$ cat src/rtl/fetch_pkg.sv
// Shared types and constants for the instruction fetch unit.
//   PC_W / INSTR_W : fetch address and instruction widths
//   DEPTH          : instruction queue entries; also the total request credit
//   RESET_PC       : fetch address after reset
package fetch_pkg;

   localparam int PC_W    = 8;
   localparam int INSTR_W = 32;
   localparam int DEPTH   = 2;
   localparam int CNT_W   = $clog2(DEPTH + 1);

   typedef logic [PC_W-1:0]    pc_t;
   typedef logic [INSTR_W-1:0] instr_t;
   typedef logic [CNT_W-1:0]   cnt_t;

   localparam pc_t RESET_PC = '0;

   typedef enum logic {
      RUN   = 1'b0,
      DRAIN = 1'b1
   } fetch_state_e;

   typedef struct packed {
      pc_t    pc;
      instr_t instr;
   } fetch_entry_t;

   // Word-addressed increment; wraps naturally at 2^PC_W.
   function automatic pc_t pc_inc(input pc_t pc);
      return pc + pc_t'(1);
   endfunction

endpackage

$ cat src/rtl/fetch_queue.sv
// Small synchronous FIFO used for both the instruction queue and the
// request tag FIFO.
//   clk, rst_n : clock, async active-low reset (clears contents too)
//   push_i     : write wdata_i at tail (ignored when full without a pop)
//   pop_i      : drop head (ignored when empty)
//   flush_i    : empty the FIFO; wins over push/pop
//   rdata_o    : head entry
//   count_o    : number of valid entries
module fetch_queue #(
   parameter int  WIDTH = 8,
   parameter int  DEPTH = 2,
   localparam int CNT_W = $clog2(DEPTH + 1),
   localparam int PTR_W = (DEPTH > 1) ? $clog2(DEPTH) : 1
) (
   input  logic             clk,
   input  logic             rst_n,
   input  logic             push_i,
   input  logic             pop_i,
   input  logic             flush_i,
   input  logic [WIDTH-1:0] wdata_i,
   output logic [WIDTH-1:0] rdata_o,
   output logic [CNT_W-1:0] count_o
);

   logic [WIDTH-1:0] mem_q [DEPTH];
   logic [PTR_W-1:0] rd_ptr_q, wr_ptr_q;
   logic [CNT_W-1:0] count_q;
   logic             do_push, do_pop;

   function automatic logic [PTR_W-1:0] ptr_inc(input logic [PTR_W-1:0] p);
      return (p == PTR_W'(DEPTH - 1)) ? '0 : p + PTR_W'(1);
   endfunction

   // A push into a full queue is only honoured when the head leaves in the same cycle.
   assign do_push = push_i & ((count_q != CNT_W'(DEPTH)) | pop_i);
   assign do_pop  = pop_i & (count_q != '0);

   always_ff @(posedge clk or negedge rst_n) begin
      if (!rst_n) begin
         for (int i = 0; i < DEPTH; i++) mem_q[i] <= '0;
         rd_ptr_q <= '0;
         wr_ptr_q <= '0;
         count_q  <= '0;
      end else if (flush_i) begin
         rd_ptr_q <= '0;
         wr_ptr_q <= '0;
         count_q  <= '0;
      end else begin
         if (do_push) begin
            mem_q[wr_ptr_q] <= wdata_i;
            wr_ptr_q        <= ptr_inc(wr_ptr_q);
         end
         if (do_pop) rd_ptr_q <= ptr_inc(rd_ptr_q);
         count_q <= count_q + CNT_W'(do_push) - CNT_W'(do_pop);
      end
   end

   assign rdata_o = mem_q[rd_ptr_q];
   assign count_o = count_q;

endmodule

$ cat src/rtl/instr_fetch_unit.sv
// Instruction fetch unit: owns the fetch PC, issues req/gnt/rvalid reads to
// instruction memory under a credit limit, and queues returned instructions
// for decode behind a valid/ready handshake. Redirects retarget the PC and
// squash buffered and in-flight instructions.
//   clk, rst_n                  : clock, async active-low reset
//   redirect_valid, redirect_pc : retarget fetch stream
//   imem_req/addr/gnt           : request channel
//   imem_rvalid/rdata           : in-order response channel
//   if_valid/instr/pc, id_ready : decode handshake
//
// state | meaning
// RUN   | normal fetch, every response is kept
// DRAIN | responses to pre-redirect requests still due; they are discarded
module instr_fetch_unit
   import fetch_pkg::*;
(
   input  logic               clk,
   input  logic               rst_n,
   input  logic               redirect_valid,
   input  logic [PC_W-1:0]    redirect_pc,
   output logic               imem_req,
   output logic [PC_W-1:0]    imem_addr,
   input  logic               imem_gnt,
   input  logic               imem_rvalid,
   input  logic [INSTR_W-1:0] imem_rdata,
   output logic               if_valid,
   output logic [INSTR_W-1:0] if_instr,
   output logic [PC_W-1:0]    if_pc,
   input  logic               id_ready
);

   fetch_state_e state_q, state_d;
   pc_t          fetch_pc_q, fetch_pc_d;
   cnt_t         out_q, out_d;
   cnt_t         drop_q, drop_d;
   cnt_t         q_count, tag_count;
   pc_t          tag_head;
   fetch_entry_t head, wentry;
   logic [CNT_W:0] credit_used;
   logic         grant, rsp, rsp_keep, deq;

   assign credit_used = {1'b0, out_q} + {1'b0, q_count};

   // Gated by rst_n so the request line is low while reset is held.
   assign imem_req  = rst_n & ~redirect_valid & (credit_used < (CNT_W+1)'(DEPTH));
   assign imem_addr = fetch_pc_q;
   assign grant     = imem_req & imem_gnt;

   // A response with nothing outstanding is a protocol error and is ignored.
   assign rsp      = imem_rvalid & (out_q != '0);
   assign rsp_keep = rsp & ~redirect_valid & (drop_q == '0) & (tag_count != '0);

   assign if_valid = (q_count != '0) & ~redirect_valid;
   assign deq      = if_valid & id_ready;
   assign if_instr = head.instr;
   assign if_pc    = head.pc;

   assign wentry.pc    = tag_head;
   assign wentry.instr = imem_rdata;

   always_comb begin
      fetch_pc_d = fetch_pc_q;
      out_d      = out_q + cnt_t'(grant) - cnt_t'(rsp);
      drop_d     = drop_q;
      state_d    = state_q;
      if (grant) fetch_pc_d = pc_inc(fetch_pc_q);
      if (redirect_valid) begin
         // Everything still in flight after this cycle belongs to the old stream.
         fetch_pc_d = redirect_pc;
         drop_d     = out_d;
         state_d    = (out_d != '0) ? DRAIN : RUN;
      end else begin
         if (rsp && drop_q != '0) drop_d = drop_q - cnt_t'(1);
         case (state_q)
            RUN:     state_d = RUN;
            DRAIN:   if (drop_d == '0) state_d = RUN;
            default: state_d = RUN;
         endcase
      end
   end

   always_ff @(posedge clk or negedge rst_n) begin
      if (!rst_n) begin
         state_q    <= RUN;
         fetch_pc_q <= RESET_PC;
         out_q      <= '0;
         drop_q     <= '0;
      end else begin
         state_q    <= state_d;
         fetch_pc_q <= fetch_pc_d;
         out_q      <= out_d;
         drop_q     <= drop_d;
      end
   end

   // Tags of squashed requests are flushed; dropped responses never pop a tag.
   fetch_queue #(.WIDTH(PC_W), .DEPTH(DEPTH)) u_tag_q (
      .clk     (clk),
      .rst_n   (rst_n),
      .push_i  (grant),
      .pop_i   (rsp_keep),
      .flush_i (redirect_valid),
      .wdata_i (imem_addr),
      .rdata_o (tag_head),
      .count_o (tag_count)
   );

   fetch_queue #(.WIDTH($bits(fetch_entry_t)), .DEPTH(DEPTH)) u_instr_q (
      .clk     (clk),
      .rst_n   (rst_n),
      .push_i  (rsp_keep),
      .pop_i   (deq),
      .flush_i (redirect_valid),
      .wdata_i (wentry),
      .rdata_o (head),
      .count_o (q_count)
   );

endmodule

$ cat config.mk
export PLATFORM = sky130hd
export DESIGN_NAME = instr_fetch_unit
export DESIGN_NICKNAME = d
export VERILOG_FILES = /design/src/rtl/fetch_pkg.sv /design/src/rtl/fetch_queue.sv /design/src/rtl/instr_fetch_unit.sv
export SDC_FILE = /design/constraint.sdc
export NUM_CORES = 1
export LEC_CHECK = 0
export ABC_AREA = 0
export BUFFER_PORTS_ARGS = -buffer_cell sky130_fd_sc_hd__buf_2
export CORE_MARGIN = 2
export CORE_UTILIZATION = 55
export CTS_CLUSTER_SIZE = 25
export DETAILED_ROUTE_END_ITERATION = 12
export PLACE_DENSITY_LB_ADDON = 0.2
export SLEW_MARGIN = 30
export SYNTH_ARGS = -nofsm -noshare
export SYNTH_HDL_FRONTEND = slang
export SYNTH_SLANG_ARGS = --single-unit
export TNS_END_PERCENT = 30
$ cat constraint.sdc
create_clock -name clk -period 4.16 [get_ports clk]
set_clock_uncertainty 0.2 [all_clocks]
set_input_delay 0.208 -clock clk [delete_from_list [all_inputs] [get_ports clk]]
set_output_delay 0.208 -clock clk [all_outputs]
set_load 0.01 [all_outputs]
==> impl_metrics.ini <==
[finish]
antenna_cells = 0
n_fill_cell = 644
drive_gt1_share_pct = 43.3
multi_input_area_um2 = 2350
area_growth_pct = 31.5
fin_nets = 576
seqCellArea_um2 = 2910

[placed_design]
portBuffers = 95
place_congestion = 0.848
hpwl_um = 6780

[power_and_ir_drop]
irDropWorstVdd_mv = 0.325
p_per_area_nw_per_um2 = 580
leakagePower_nw = 3.67

[floorplanning]
start_util_pct = 55.8
core-area_um2 = 9640
dieArea_um2 = 10600
die_w_um = 103
io_pins = 96
die_height_um = 103
row_count = 36

[yosys]
syn_inst = 376
synth_compound_area_share_pct = 3.16
yosys_warnings = 0
syn_area_um2 = 5380
synth-seq-cells = 116
yosys.area.top_type = dfrtp_1
yosys.area_share.adder_pct = 2.23
muxShareOfSynthArea_pct = 31.5
synth-async-reset-ratio_pct = 100
ys_types = 39
synthFlopType = dfrtp_1
synth_xor_area_share_pct = 1.47
synthSimpleGateAreaFrac_pct = 5.19
synth_top_family_by_area = multiplexers
yosysTopAreaCellShare_pct = 54.0
synth-edff-count = 0
yosysSeqAreaShare_pct = 54.0
synth_nets = 431
synth_area_leaders = dfrtp_1 (54%), mux2_2 (18%), mux2_1 (11%)
avgSynthCellArea_um2 = 14.3

[timing]
fin_tns_setup_ps = 0
holdWs_ps = 31.2
finalHoldViolations = 0
max_freq_mhz = 304
fin_crit_sh_pct = 79.2
setup_violations = 0
fin_crit_ps = 3290
slew_viol_final = 0
maxSlewHeadroom_pct = 53.5
tightest_slew_ps = 697
rsz0062_at_grt = false

[critical_path]
critPathKind = reg2reg
cp_num_buf_inv = 1
reg2reg_slack_ps = 870
cp.required_ps = 4350
r2r.worst_path.cells = 7
reg2reg_from = u_instr_q.count_o[0]$_DFF_PN0_
cp_top_family = compound AO/OA/AOI/OAI gates
path_cells = and2_1 > fa_1 > nor4b_4 > a21oi_1 > a31o_2 > a221o_1 > dlygate4sd3_1
endpoint_kind = register
worst-path-stages = 7
cp-start-kind = register
critPathMaxFanout = 7
cp.arrival_ps = 3480
startpoint = u_instr_q.count_o[0]$_DFF_PN0_
crit_path_max_incr_delay_ps = 550
cpMaxStageDelayCell = dlygate4sd3_1

[status]
outcome = completed

[cts]
clk_latency_ps = 500
htreeDepth = 4
numCtsBuffers = 17
cts_tree = done
cts-root-buf = clkbuf_8
clock-sinks = 116
cts_buffer_depth = 2
cts.clk_slew.worst_paths_ps = 60

[min_path]
hold_path_class = in2async

[drt]
post_drt_wl_per_cell_um = 16.5
vias = 3553
ant_nets = 0
dr.pass1.iters = 4
drtIter0Drc = 160
drc_errors = 0
drt_wl_total_um = 11000
avgViaCountPerCell = 5.33

[grt]
antenna_found_initial = 0
gr-total-overflow = 0
grt_max_degree = 80
grt_pass1_wl_um = 17700
grt_pass1_vias = 3709
grtUsageTotal_pct = 21.8

[flow_run]
drv_cap = 0
[path summary, 6_finish.rpt]
check                                                   to
max                               imem_addr[7]$_DFFE_PN0P_
min                               imem_addr[3]$_DFFE_PN0P_
max reg2reg                       imem_addr[7]$_DFFE_PN0P_
min reg2reg                u_instr_q.mem_q[70]$_DFFE_PN0P_
max in group asynchronous   u_instr_q.rd_ptr_q$_DFFE_PN0P_
min in group clk                  imem_addr[5]$_DFFE_PN0P_
[cells in the mapped netlist, types with 3 or more instances]
| master | count |
|---|---|
| dfrtp_1 | 116 |
| mux2_2 | 84 |
| mux2_1 | 53 |
| nor2_1 | 12 |
| inv_1 | 9 |
| nand2_1 | 9 |
| ha_1 | 8 |
| mux2_4 | 8 |
| clkbuf_1 | 7 |
| xnor2_1 | 7 |
| a221o_1 | 4 |
| buf_2 | 4 |
| buf_4 | 4 |
| nand2b_1 | 4 |
| nand3_1 | 4 |
| and3_1 | 3 |
| buf_1 | 3 |
| mux2i_1 | 3 |
| nor2b_1 | 3 |
| nor3_1 | 3 |
| o21ai_0 | 3 |
[repair_timing]
| action | in CTS | in global routing |
|---|---|---|
| hold buffers | 47 | 0 |
| setup buffers | 0 | 0 |
| resized for setup | 0 | 0 |
| endpoints found under the hold margin | 116 | 0 |
[logic make-up after synthesis]
family          after synthesis
buf+inv                      28
fa+ha+maj                     9
flops                       116
simple gates                 47
compound gates               19
mux                         148
xor+xnor                      9
[area by class of cell]
type | count | share of cell area [%]
Sequential cell | 116 | 41.1
Clock inverter | 13 | 2.92
Timing Repair Buffer | 145 | 13.8
Clock buffer | 19 | 6.11
Tap cell | 133 | 2.35
Multi-Input combinational cell | 232 | 33.2
Inverter | 9 | 0.478
[stage by stage]
step                      cells  utilization [%]  area, um2  power [mW]  worst slack [ps]
after floorplan             376                -       5380        2.17               962
after global placement      588             61.7       5950        2.48              1080
after detailed placement    588             61.8       5950        2.53               989
after CTS                   667             73.3       7060        4.14               917
after global routing        667             73.3       7070        4.32               810
final                       667             73.3       7070        4.10               867
[layer usage]
metal,vias up,track usage (%),share of wire (%)
met1,1801,27.1,43
met3,18,5.36,4.4
met4,0,7.49,1.6
li1,1639,-,-
met5,-,0,0
met2,95,37.6,51
[state kept, by name, indices dropped and copies added, names as in the netlist]
signal              cells
imem_addr               8
drop_q                  2
u_instr_q.count_o       2
out_q                   2
u_instr_q.rd_ptr_q      1
u_instr_q.wr_ptr_q      1
u_tag_q.mem_q          16
u_tag_q.wr_ptr_q        1
u_tag_q.rd_ptr_q        1
u_instr_q.mem_q        80
u_tag_q.count_o         2
[layout by cell type, fill, tap and decap left out, types with 9 or more instances in the layout]
master         netlist  final
dlygate4sd3_1        0     47
inv_1                9      9
dfrtp_1            116    115
mux2_1              53     53
mux2_2              84     84
nor2_1              12     12
buf_2                4     94
clkbuf_16            0     16
[report_power, final]
group          switching [mW]  internal, mW
Clock                   0.509          1.05
Combinational           0.435         0.560
Sequential              0.157          1.40
Note: power is estimated with default switching activity, not from simulation.
